<file path="config.mk">
export PLATFORM = sky130hd
export DESIGN_NAME = smpl_loader
export DESIGN_NICKNAME = d
export VERILOG_FILES = /design/src/rtl/smpl_loader.sv
export SDC_FILE = /design/constraint.sdc
export NUM_CORES = 1
export LEC_CHECK = 0
export BUFFER_PORTS_ARGS = -buffer_cell sky130_fd_sc_hd__clkbuf_2
export CAP_MARGIN = 10
export CORE_AREA = 2 2 88 90
export DETAILED_ROUTE_END_ITERATION = 8
export DIE_AREA = 0 0 90 92
export PLACE_DENSITY = 0.83
export SLEW_MARGIN = 20
export SYNTH_ARGS = -nofsm -noshare
export SYNTH_HDL_FRONTEND = slang
export SYNTH_SLANG_ARGS = --single-unit
</file>
<file path="constraint.sdc">
create_clock -name clock -period 3.05 [get_ports clock]
set_clock_uncertainty 0.1 [all_clocks]
set_input_delay 0.305 -clock clock [delete_from_list [all_inputs] [get_ports clock]]
set_output_delay 0.305 -clock clock [all_outputs]
set_load 0.02 [all_outputs]
</file>
<file path="src/rtl/smpl_loader.sv">
// smpl_loader: serial program loader for the SMPL SoC.
// Takes a byte stream framed as LEN_HI LEN_LO {HI LO}*N CSUM. It packs the
// data bytes into 16-bit words and writes them into instruction memory from
// address 0 upward. The core is held in reset until the whole image has been
// written and the XOR checksum matches.
//
// Ports:
//   clock, reset          rising-edge clock; reset is async, active-high
//   rx_valid, rx_data     incoming byte stream
//   rx_ready              byte is accepted when rx_valid && rx_ready
//   imem_wen/addr/wdata   registered one-cycle instruction memory write
//   core_reset            held high until a verified image is loaded
//   done                  image loaded and verified (core running)
//   error                 bad length or checksum; sticky until reset
module smpl_loader #(
    parameter int ADDR_W = 13,
    parameter int DEPTH  = 128
) (
    input  logic              clock,
    input  logic              reset,
    input  logic              rx_valid,
    input  logic [7:0]        rx_data,
    output logic              rx_ready,
    output logic              imem_wen,
    output logic [ADDR_W-1:0] imem_addr,
    output logic [15:0]       imem_wdata,
    output logic              core_reset,
    output logic              done,
    output logic              error
);

    typedef enum logic [2:0] {
        S_IDLE, S_LEN_HI, S_LEN_LO, S_DATA_HI, S_DATA_LO, S_CSUM, S_RUN, S_ERROR
    } state_t;

    localparam logic [ADDR_W-1:0] CNT_ONE = ADDR_W'(1);

    state_t            state, state_nxt;
    logic [7:0]        len_hi;
    logic [15:0]       n_words;
    logic [7:0]        hi_byte;
    logic [7:0]        csum;
    logic [ADDR_W-1:0] cnt;

    logic              accept;
    logic [15:0]       len_word;
    logic              last_word;

    // rx_ready is a pure state decode, so there is no path from rx_valid.
    assign rx_ready   = (state == S_LEN_HI) || (state == S_LEN_LO) ||
                        (state == S_DATA_HI) || (state == S_DATA_LO) ||
                        (state == S_CSUM);
    assign accept     = rx_valid && rx_ready;
    assign len_word   = {len_hi, rx_data};
    // The word being accepted in DATA_LO is the last one when cnt == N-1.
    assign last_word  = ((16'(cnt) + 16'd1) == n_words);

    assign done       = (state == S_RUN);
    assign core_reset = (state != S_RUN);
    assign error      = (state == S_ERROR);

    always_ff @(posedge clock or posedge reset) begin
        if (reset) state <= S_IDLE;
        else       state <= state_nxt;
    end

    always_comb begin
        state_nxt = state;
        case (state)
            S_IDLE:    state_nxt = S_LEN_HI;
            S_LEN_HI:  if (accept) state_nxt = S_LEN_LO;
            S_LEN_LO: begin
                if (accept) begin
                    if (len_word > 16'(DEPTH))  state_nxt = S_ERROR;
                    else if (len_word == 16'd0) state_nxt = S_CSUM;
                    else                        state_nxt = S_DATA_HI;
                end
            end
            S_DATA_HI: if (accept) state_nxt = S_DATA_LO;
            S_DATA_LO: if (accept) state_nxt = last_word ? S_CSUM : S_DATA_HI;
            S_CSUM:    if (accept) state_nxt = (rx_data == csum) ? S_RUN : S_ERROR;
            default:   state_nxt = state;   // RUN and ERROR only leave on reset
        endcase
    end

    always_ff @(posedge clock or posedge reset) begin
        if (reset) begin
            len_hi     <= '0;
            n_words    <= '0;
            hi_byte    <= '0;
            csum       <= '0;
            cnt        <= '0;
            imem_wen   <= 1'b0;
            imem_addr  <= '0;
            imem_wdata <= '0;
        end else begin
            imem_wen <= 1'b0;
            if (accept) begin
                // The checksum byte itself is not folded into the running XOR.
                if (state != S_CSUM) csum <= csum ^ rx_data;
                case (state)
                    S_LEN_HI:  len_hi  <= rx_data;
                    S_LEN_LO:  n_words <= len_word;
                    S_DATA_HI: hi_byte <= rx_data;
                    S_DATA_LO: begin
                        imem_wen   <= 1'b1;
                        imem_addr  <= cnt;
                        imem_wdata <= {hi_byte, rx_data};
                        cnt        <= cnt + CNT_ONE;
                    end
                    default: ;
                endcase
            end
        end
    end

endmodule

</file>
After elaboration in Yosys (flattened, before gate mapping):

Index checks and enable logic that the tools add are counted.

* flip-flop bits (word level): 86
* logic and storage cells: 55
* bits of input ports: 11
* output and inout port bits: 34

* reductions and logical operators: 14
* order comparisons: 1
* muxes and demuxes: 12
* bitwise gates (word level): 1
* equal/unequal tests: 16
* add/sub/neg operators: 2

Operators by type and width (count)
* 2-to-1 mux 3 bit: 8
* case mux 3 bit (6 select lines): 1
* == test 14 x 16 -> 1 bit: 1
* greater-than comparator 16 x 8 -> 1 bit, second input constant: 1
* logical NOT 16 bit: 1
* adder 13 x 1 -> 14 bit, second input constant: 1
* adder 13 x 1 -> 13 bit, second input constant: 1
* == test 3 bit, second input constant: 4
* != test 2 bit, second input constant: 5
* AND reduction 2 bit: 5
* == test 8 bit: 1
* XOR 8 bit: 1
* == test 3 x 2 -> 1 bit, second input constant: 2
* != test 3 bit, second input constant: 2
* AND reduction 6 bit: 1
* nonzero test 6 bit: 1
* logical OR 1 bit: 4
* == test 3 x 1 -> 1 bit, second input constant: 1
* logical NOT 3 bit: 1
* 2-to-1 mux 1 bit: 3
* logical AND 1 bit: 1

Logic depth before layout (Yosys ltp):

Gate-level depths: netlist (run 1).

* depth in word-level cells: 8
* mapped depth: 7
* depth with buffers taken out: 7

Least setup slack after synthesis (run 1):

OpenSTA, ideal clock, no wires.

* path type: reg-to-reg
* from: reg cnt[0]
* to: reg state[1]
* cell stages (with the launch flop): 8
* required time: 2830 ps
* buffers on the path: 0
* path slack: 550 ps
* arrival: 2281 ps
* setup time: 120 ps
* path through: dfrtp_1 > ha_1 > xor2_1 > or4_1 > nor4b_2 > nand4_1 > a2111o_1 > a31o_1

* longest elaborated chain between the ends: 5

Ends and longest elaborated chain
* from (decl): RTL line 43 `logic [ADDR_W-1:0] cnt;`
* from (signal assigned): RTL line 109 `cnt <= cnt + CNT_ONE;`
* adder 13 x 1 -> 14 bit: RTL line 56 `assign last_word = ((16'(cnt) + 16'd1) == n_words);`
* == test 14 x 16 -> 1 bit: RTL line 56
* 2-to-1 mux 3 bit (2 in a row): RTL line 80 `S_DATA_LO: if (accept) state_nxt = last_word ? S_CSUM : S_DATA_HI;`
* case mux 3 bit (6 select lines): RTL line 69 `case (state)`
* to (signal assigned): RTL line 64 `else state <= state_nxt;`
* to (decl): RTL line 38 `state_t state, state_nxt;`

No other way between the ends. The select of a mux whose other input is x is not followed.
A chain may end at the register's enable or synchronous reset.

Worst setup path in the final report (run 1):

Ends and elaborated chain as after synthesis.

==> results.toml, run 1 <==
[run_status]
status = "finished clean"

[drt]
wl_per_cell_um = 15.5
dr.first_iter.drc_count = 173
num_vias = 2910
drc = 0
ant_nets = 0
drtPass1Iterations = 4
routed_via_density = 5.47
drt_wl_total_mm = 8.25

[synth]
synth_cell_types = 44
synth-edff-count = 0
ys_seq_elements = 86
synth.yosys.seq_area_share = 0.543
synth.avg_cell_area_um2 = 10.3
syn_nets = 396
synth_flop_cell = "dfrtp_1"
async_flop_share = 1.00
ys_warn_count = 0
mappedNetlistArea_um2 = 3970
synthCells = 384

[timing]
setup_ws_ns = 0.322
fin_crit_sh = 0.894
slew_viol_final = 0
finalHoldViolations = 0
fin_tns_setup_ns = 0
finalSetupViolations = 0
worstMarginPinSlew_ns = 0.800
slew_headroom = 0.463
timing.fmax_mhz = 367
fin_crit_ns = 2.73
rsz0062_at_grt = "no"

[clock_tree]
clk_path_buf_depth = 2
cts_inserted_buffers = 9
cts-htree-levels = 3
cts_sinks = 86
cts_tree = "done"
ctsResizeCount = 0
clk_latency_ns = 0.36
ctsRootBufferMaster = "clkbuf_8"
clkTransAtPathRegs_ns = 0.11

[setup_path]
crit_buf_inv = 0
crit_slowest_cell = "or4_1"
worst_path_largest_cell_delay_ns = 0.50
worstSetupEndpointType = "flip-flop"
cp_max_fo = 7
crit_required_ns = 3.19
worstPathCellList = "ha_1 > xor2_1 > or4_1 > nor4b_2 > nand4_1 > a2111o_1 > a31o_1"
start_kind = "flip-flop"
worstPathArrival_ns = 2.87
path_class = "reg -> reg"
crit_family = "simple AND/OR/NAND/NOR gates"

[cells_and_area]
fin_util = 0.602
nets = 437
antenna_cells = 0
multiInputGateArea_um2 = 1690
drive_above_1_share = 0.235
layout_commonest_cell = "nand2_1"
layout.area.seq_um2 = 2150
area_delta_synth_final_pct = 13.2
nFillCells = 647
final_cell_mix = "nand2_1, dfrtp_1, clkbuf_2"

[floorplanning]
ioPinCount = 45
std_cell_rows = 32
fp.coreArea_um2 = 7450
die-area_um2 = 8280
start_util = 0.532
die_w_um = 90
die-height_um = 92

[placed_design]
gp_congestion = 0.875
io_buffer_count = 44
post-place-ws_ns = 0.351
hpwl_mm = 5.65

[grt]
grt_pass1_wl_mm = 14.2
grt_pass1_vias = 2916
overflow = 0
grt_usage = 0.213
grt_max_degree = 87
antenna_found_initial = 0

[power]
p_leak_nw = 2.16
peakVddDrop_v = 0.000545
power.total_mw = 2.88
pwr_density_cell_nw_per_um2 = 641

[hold_path]
hold_class = "in -> reg"

[flow_run]
cap_violations = 0
-- registers in the layout (all words and copies together) (netlist names) --
| signal | cells |
|---|---|
| cnt | 13 |
| csum | 8 |
| hi_byte | 8 |
| imem_addr | 13 |
| imem_wdata | 16 |
| imem_wen | 1 |
| len_hi | 8 |
| n_words | 16 |
| state | 3 |
-- through the flow --
step	hold slack [ns]	instance area [um2]	cells
CTS	0.157	4490	532
floorplan	0.310	3970	384
finish	0.165	4490	532
global route	0.174	4490	532
detailed placement	0.322	4280	515
global placement	0.307	4280	515
-- layer usage --
metal	vias up	GRT usage	part of all wire
li1	1382	-	-
met1	1449	0.283	0.46
met2	65	0.352	0.49
met3	14	0.0444	0.032
met4	0	0.0718	0.014
met5	-	0	0
-- cell usage after synthesis (3+ instances only) --
library cell | instances | share of area
nand2_1 | 104 | 0.098
dfrtp_1 | 86 | 0.54
mux2_2 | 30 | 0.085
xnor2_1 | 26 | 0.057
xor2_1 | 15 | 0.033
clkbuf_1 | 11 | 0.010
nand3_1 | 10 | 0.013
o21ai_0 | 10 | 0.013
inv_1 | 9 | 0.0085
nor3_1 | 9 | 0.011
nand4_1 | 7 | 0.011
nor2_1 | 7 | 0.0066
nor4_1 | 6 | 0.0095
a21oi_1 | 5 | 0.0063
buf_2 | 5 | 0.0063
a31oi_1 | 3 | 0.0047
and3_1 | 3 | 0.0047
buf_4 | 3 | 0.0057
nor2b_1 | 3 | 0.0047
or4_1 | 3 | 0.0057
-- worst paths after layout --
| kind | startpoint | to | slack [ns] | depth (start not counted) |
|---|---|---|---|---|
| worst max-delay path | cnt[0] | state[1] | 0.32 | 7 |
| worst min-delay path | rx_data[6] | imem_wdata[6] | 0.17 | 3 |
| worst max register to register | cnt[0] | state[1] | 0.32 | 7 |
| worst min register to register | hi_byte[2] | imem_wdata[10] | 0.38 | 2 |
| max in group asynchronous | reset | imem_addr[12] | 2.03 | 4 |
| min in group asynchronous | reset | imem_addr[5] | 0.46 | 4 |
-- worst register-to-register path, cell delays in order, from the launching register on --
cell      delay, ns
dfrtp_1        0.47
ha_1           0.36
xor2_1         0.15
or4_1          0.50
nor4b_2        0.28
nand4_1        0.12
a2111o_1       0.39
a31o_1         0.25
-- where the power goes --
part	leakage (nW)	total, mW	internal (mW)	switching [mW]
registers	1.12	1.55	1.37	0.178
logic	0.948	0.541	0.274	0.267
clock network	0.0970	0.784	0.321	0.462
-- logic make-up after synthesis --
group,after synthesis,synth area share
adders and majority gates,2,0.00568
AOI/OAI and AO/OA,34,0.0581
DFF,86,0.543
muxes,30,0.0852
buffers and inverters,30,0.0328
xor gates and xnor gates,41,0.0906
and+or+nand+nor,161,0.185
-- cell type report --
type	count	area share
timing repair buffer	51	0.0641
clock inverter	7	0.0162
multi-input combinational	268	0.376
tap	102	0.0284
inverter	9	0.00781
clock buffer	9	0.0276
sequential	86	0.480
-- repair_timing --
action | CTS | global route
hold buffers | 1 | 0
setup buffers | 0 | 0
hold endpoints to repair | 86 | 0
Note: power is estimated with default switching activity, not from simulation.
==> inputs of run 2 (changes only) <==
==> constraint.sdc (replaced) <==
create_clock -name clock -period 3.54 [get_ports clock]
set_clock_uncertainty 0.1 [all_clocks]
set_input_delay 0.354 -clock clock [delete_from_list [all_inputs] [get_ports clock]]
set_output_delay 0.354 -clock clock [all_outputs]
set_load 0.02 [all_outputs]
==> results.toml, run 2 (synthesis gave the netlist of run 1 again) <==
[hold_path]
hold_class = "in -> reg"

[power]
power.total_mw = 2.45
pwr_density_cell_nw_per_um2 = 550
peakVddDrop_v = 0.000397
p_leak_nw = 2.14

[drt]
dr.first_iter.drc_count = 110
routed_via_density = 5.41
drtPass1Iterations = 5
wl_per_cell_um = 15.5
drc = 0
ant_nets = 0
drt_wl_total_mm = 8.21
num_vias = 2873

[grt]
grt_pass1_wl_mm = 13.6
overflow = 0
grt_pass1_vias = 2720
grt_usage = 0.209
antenna_found_initial = 0
grt_max_degree = 41

[setup_path]
r2r-end = "state[1]"
start_kind = "flip-flop"
crit_buf_inv = 0
worstPathArrival_ns = 2.81
path_class = "reg -> reg"
crit_family = "simple AND/OR/NAND/NOR gates"
worstSetupStartpoint = "cnt[0]"
worstPathCellList = "ha_1 > xor2_1 > or4_1 > nor4b_2 > nand4_1 > a2111o_1 > a31o_1"
crit_required_ns = 3.70
cp_max_fo = 7
worst_path_largest_cell_delay_ns = 0.50
rrSetupSlack_ns = 0.89
crit_slowest_cell = "or4_1"
worstSetupEndpointType = "flip-flop"
reg2reg_from = "cnt[0]"
critical_path.endpoint = "state[1]"
path_depth = 7
reg2regPathDepth = 7

[floorplanning]
std_cell_rows = 32
start_util = 0.532
ioPinCount = 45
fp.coreArea_um2 = 7450
die_w_um = 90
die-height_um = 92
die-area_um2 = 8280

[clock_tree]
cts_sinks = 86
clk_latency_ns = 0.36
ctsRootBufferMaster = "clkbuf_8"
cts_inserted_buffers = 9
cts-htree-levels = 3
cts_tree = "done"
clk_path_buf_depth = 2
clkTransAtPathRegs_ns = 0.09
ctsResizeCount = 0

[timing]
fin_crit_ns = 2.65
timing.fmax_mhz = 377
worstMarginPinSlew_ns = 1.06
slew_viol_final = 0
finalHoldViolations = 0
rsz0062_at_grt = "no"
slew_headroom = 0.289
fin_crit_sh = 0.749
fin_tns_setup_ns = 0
finalSetupViolations = 0
setup_ws_ns = 0.890
holdWs_ns = 0.216

[cells_and_area]
antenna_cells = 0
top_regs = "imem_wdata x16, n_words x16"
drive_above_1_share = 0.231
nets = 436
area_delta_synth_final_pct = 12.2
final_cell_mix = "nand2_1, dfrtp_1, clkbuf_2"
layout_commonest_cell = "nand2_1"

[placed_design]
io_buffer_count = 44
gp_congestion = 0.861
hpwl_mm = 5.67
post-place-ws_ns = 0.894

[run_status]
status = "finished clean"

[flow_run]
cap_violations = 0
==> run 2: cell count changes in the layout (fill, tap and decap cells not counted), sizes merged <==
| cell | delta |
|---|---|
| buf | -1 |
| clkbuf | +1 |
| clkinv | -1 |
==> run 2: per-stage QoR <==
stage,std cells,util,cell area (um2)
2_1_floorplan,384,-,3970
3_3_place_gp,514,0.572,4260
3_5_place_dp,514,0.572,4260
4_1_cts,531,0.597,4450
5_1_grt,531,0.597,4450
6_report,531,0.597,4450
==> run 2: timing repair <==
item	4_1_cts	5_1_grt
hold endpoints to repair	30	0
setup buffers	0	0
hold buffers	1	0
==> run 2: report_power, final <==
group / switching [mW] / total [mW] / internal, mW
registers: 0.156 / 1.34 / 1.18
logic: 0.224 / 0.458 / 0.234
clock network: 0.381 / 0.647 / 0.267
==> run 2: worst min path at each step <==
stage          startpoint             end  slack, ns  cells past startpoint
2_1_floorplan  hi_byte[2]  imem_wdata[10]       0.33                      2
3_3_place_gp        reset          cnt[2]       0.29                      2
3_5_place_dp        reset    imem_addr[4]       0.31                      2
4_1_cts          rx_valid        state[2]       0.20                      2
5_1_grt        rx_data[5]   imem_wdata[5]       0.23                      3
6_report         rx_valid        state[2]       0.22                      2
==> run 2: final cells by class <==
cell class                 count  area [um2]
clock inverter                 6        51.3
tap                          102         128
fill                         640        3000
multi-input combinational    268        1690
timing repair buffer          50         268
clock buffer                  10         128
sequential                    86        2150
inverter                       9        35.0
==> run 2: layer usage <==
layer | global-route usage | part of all wire | vias up
met5 | 0 | 0 | -
met1 | 0.290 | 0.45 | 1406
met4 | 0.0808 | 0.017 | 0
met3 | 0.0337 | 0.041 | 13
li1 | - | - | 1380
met2 | 0.335 | 0.49 | 74
==> inputs of run 3 (changes only) <==
--- a/config.mk
+++ b/config.mk
@@ -7,10 +7,10 @@
 export LEC_CHECK = 0
 export BUFFER_PORTS_ARGS = -buffer_cell sky130_fd_sc_hd__clkbuf_2
 export CAP_MARGIN = 10
-export CORE_AREA = 2 2 88 90
+export CORE_AREA = 2 2 91 93
 export DETAILED_ROUTE_END_ITERATION = 8
-export DIE_AREA = 0 0 90 92
-export PLACE_DENSITY = 0.83
+export DIE_AREA = 0 0 93 95
+export PLACE_DENSITY = 0.81
 export SLEW_MARGIN = 20
 export SYNTH_ARGS = -nofsm -noshare
 export SYNTH_HDL_FRONTEND = slang
==> constraint.sdc (replaced) <==
create_clock -name clock -period 2.3 [get_ports clock]
set_clock_uncertainty 0.1 [all_clocks]
set_input_delay 0.23 -clock clock [delete_from_list [all_inputs] [get_ports clock]]
set_output_delay 0.23 -clock clock [all_outputs]
set_load 0.02 [all_outputs]
==> results.toml, run 3 (synthesis gave the netlist of run 1 again) <==
[clock_tree]
clkTransAtPathRegs_ns = 0.10
cts-htree-levels = 3
cts_sinks = 86
ctsRootBufferMaster = "clkbuf_8"
clk_latency_ns = 0.37
clk_path_buf_depth = 2
cts_inserted_buffers = 9
cts_tree = "done"

[hold_path]
hold_class = "in -> reg"
holdPathEnd = "imem_wdata[5]"
holdPathStages = 3
holdCritStartpoint = "rx_data[5]"

[placed_design]
placed_cell_area_um2 = 4450
gp_congestion = 0.879
io_buffer_count = 44
hpwl_mm = 5.88
dp_cells = 538

[power]
p_leak_nw = 2.26
pwr_density_cell_nw_per_um2 = 820
peakVddDrop_v = 0.000658

[cells_and_area]
antenna_cells = 0
final_cells = 556
final_cell_mix = "nand2_1, dfrtp_1, clkbuf_2"
layout_commonest_cell = "nand2_1"
nets = 458
area_delta_synth_final_pct = 17.4
fin_area_um2 = 4650
drive_above_1_share = 0.275
fin_util = 0.587
top_regs = "imem_wdata x16, n_words x16"

[timing]
finalHoldViolations = 0
fin_crit_sh = 1.05
timing.fmax_mhz = 414
finalSetupViolations = 2
fin_crit_ns = 2.41
setup_ws_ns = -0.113
worstMarginPinSlew_ns = 0.603
fin_tns_setup_ns = -0.144
rsz0062_at_grt = "yes"
slew_headroom = 0.597
slew_viol_final = 0

[setup_path]
cp_max_fo = 2
path_class = "reg -> reg"
start_kind = "flip-flop"
crit_required_ns = 2.47
reg2regPathDepth = 7
worstSetupStartpoint = "cnt[1]"
r2r-end = "state[1]"
worstPathArrival_ns = 2.58
worstSetupEndpointType = "flip-flop"
rrSetupSlack_ns = -0.11
reg2reg_from = "cnt[1]"

[grt]
grt_usage = 0.210
overflow = 0
grt_pass1_vias = 2941
antenna_found_initial = 0
grt_pass1_wl_mm = 14.2
grt_max_degree = 62

[floorplanning]
die_w_um = 93
die-area_um2 = 8840
fp.coreArea_um2 = 7930
start_util = 0.500
die-height_um = 95
ioPinCount = 45
std_cell_rows = 33

[drt]
drt_wl_total_mm = 8.41
ant_nets = 0
num_vias = 3027
routed_via_density = 5.44
drtPass1Iterations = 4
dr.first_iter.drc_count = 86
drc = 0
wl_per_cell_um = 15.1

[run_status]
status = "finished, violations left"
violations = "negative setup slack"

[flow_run]
cap_violations = 0
[run 3: how the worst max path moves through the flow]
stage / cells after the start / to / slack [ns]
2_1_floorplan: 7 / state[1] / -0.007
3_3_place_gp: 7 / state[1] / -0.05
3_5_place_dp: 7 / state[1] / -0.09
4_1_cts: 7 / state[1] / -0.10
5_1_grt: 7 / state[1] / -0.21
6_report: 7 / state[1] / -0.11
[run 3: per-stage QoR]
stage,worst slack [ns],hold slack [ns],power [mW]
4_1_cts,-0.103,0.0724,3.83
6_report,-0.113,0.0823,3.82
3_3_place_gp,-0.0536,0.213,2.77
2_1_floorplan,-0.00715,0.235,2.58
3_5_place_dp,-0.0946,0.227,2.82
5_1_grt,-0.213,0.0849,4.03
[run 3: power breakdown]
group,internal [mW],switching (mW)
Combinational,0.392,0.367
Clock,0.416,0.594
Sequential,1.82,0.223
Total,2.63,1.18
[run 3: final cells by class]
cell class	instances	area (um2)
Clock buffer	9	124
Clock inverter	7	62.6
Fill cell	697	3270
Inverter	9	37.5
Multi-Input combinational cell	268	1700
Sequential cell	86	2150
Tap cell	105	131
Timing Repair Buffer	72	445
[run 3: what timing repair did]
item,4_1_cts,5_1_grt
pin swaps,1,1
setup buffers,0,1
hold buffers,1,0
gates resized for setup,0,0
setup endpoints to repair,2,2
endpoints found under the hold margin,25,0
[run 3: layer usage]
layer / track usage / share of wire
met4: 0.0931 / 0.016
met2: 0.344 / 0.49
met1: 0.277 / 0.46
met5: 0 / 0
met3: 0.0359 / 0.042
[run 3: worst max-delay path, stage by stage (launching register included)]
cell and delay [ns]:
dfrtp_1 0.43, ha_4 0.26, xor2_1 0.14, or4_1 0.48, nor4b_2 0.26, nand4_1 0.11
a2111o_1 0.32, a31o_1 0.22
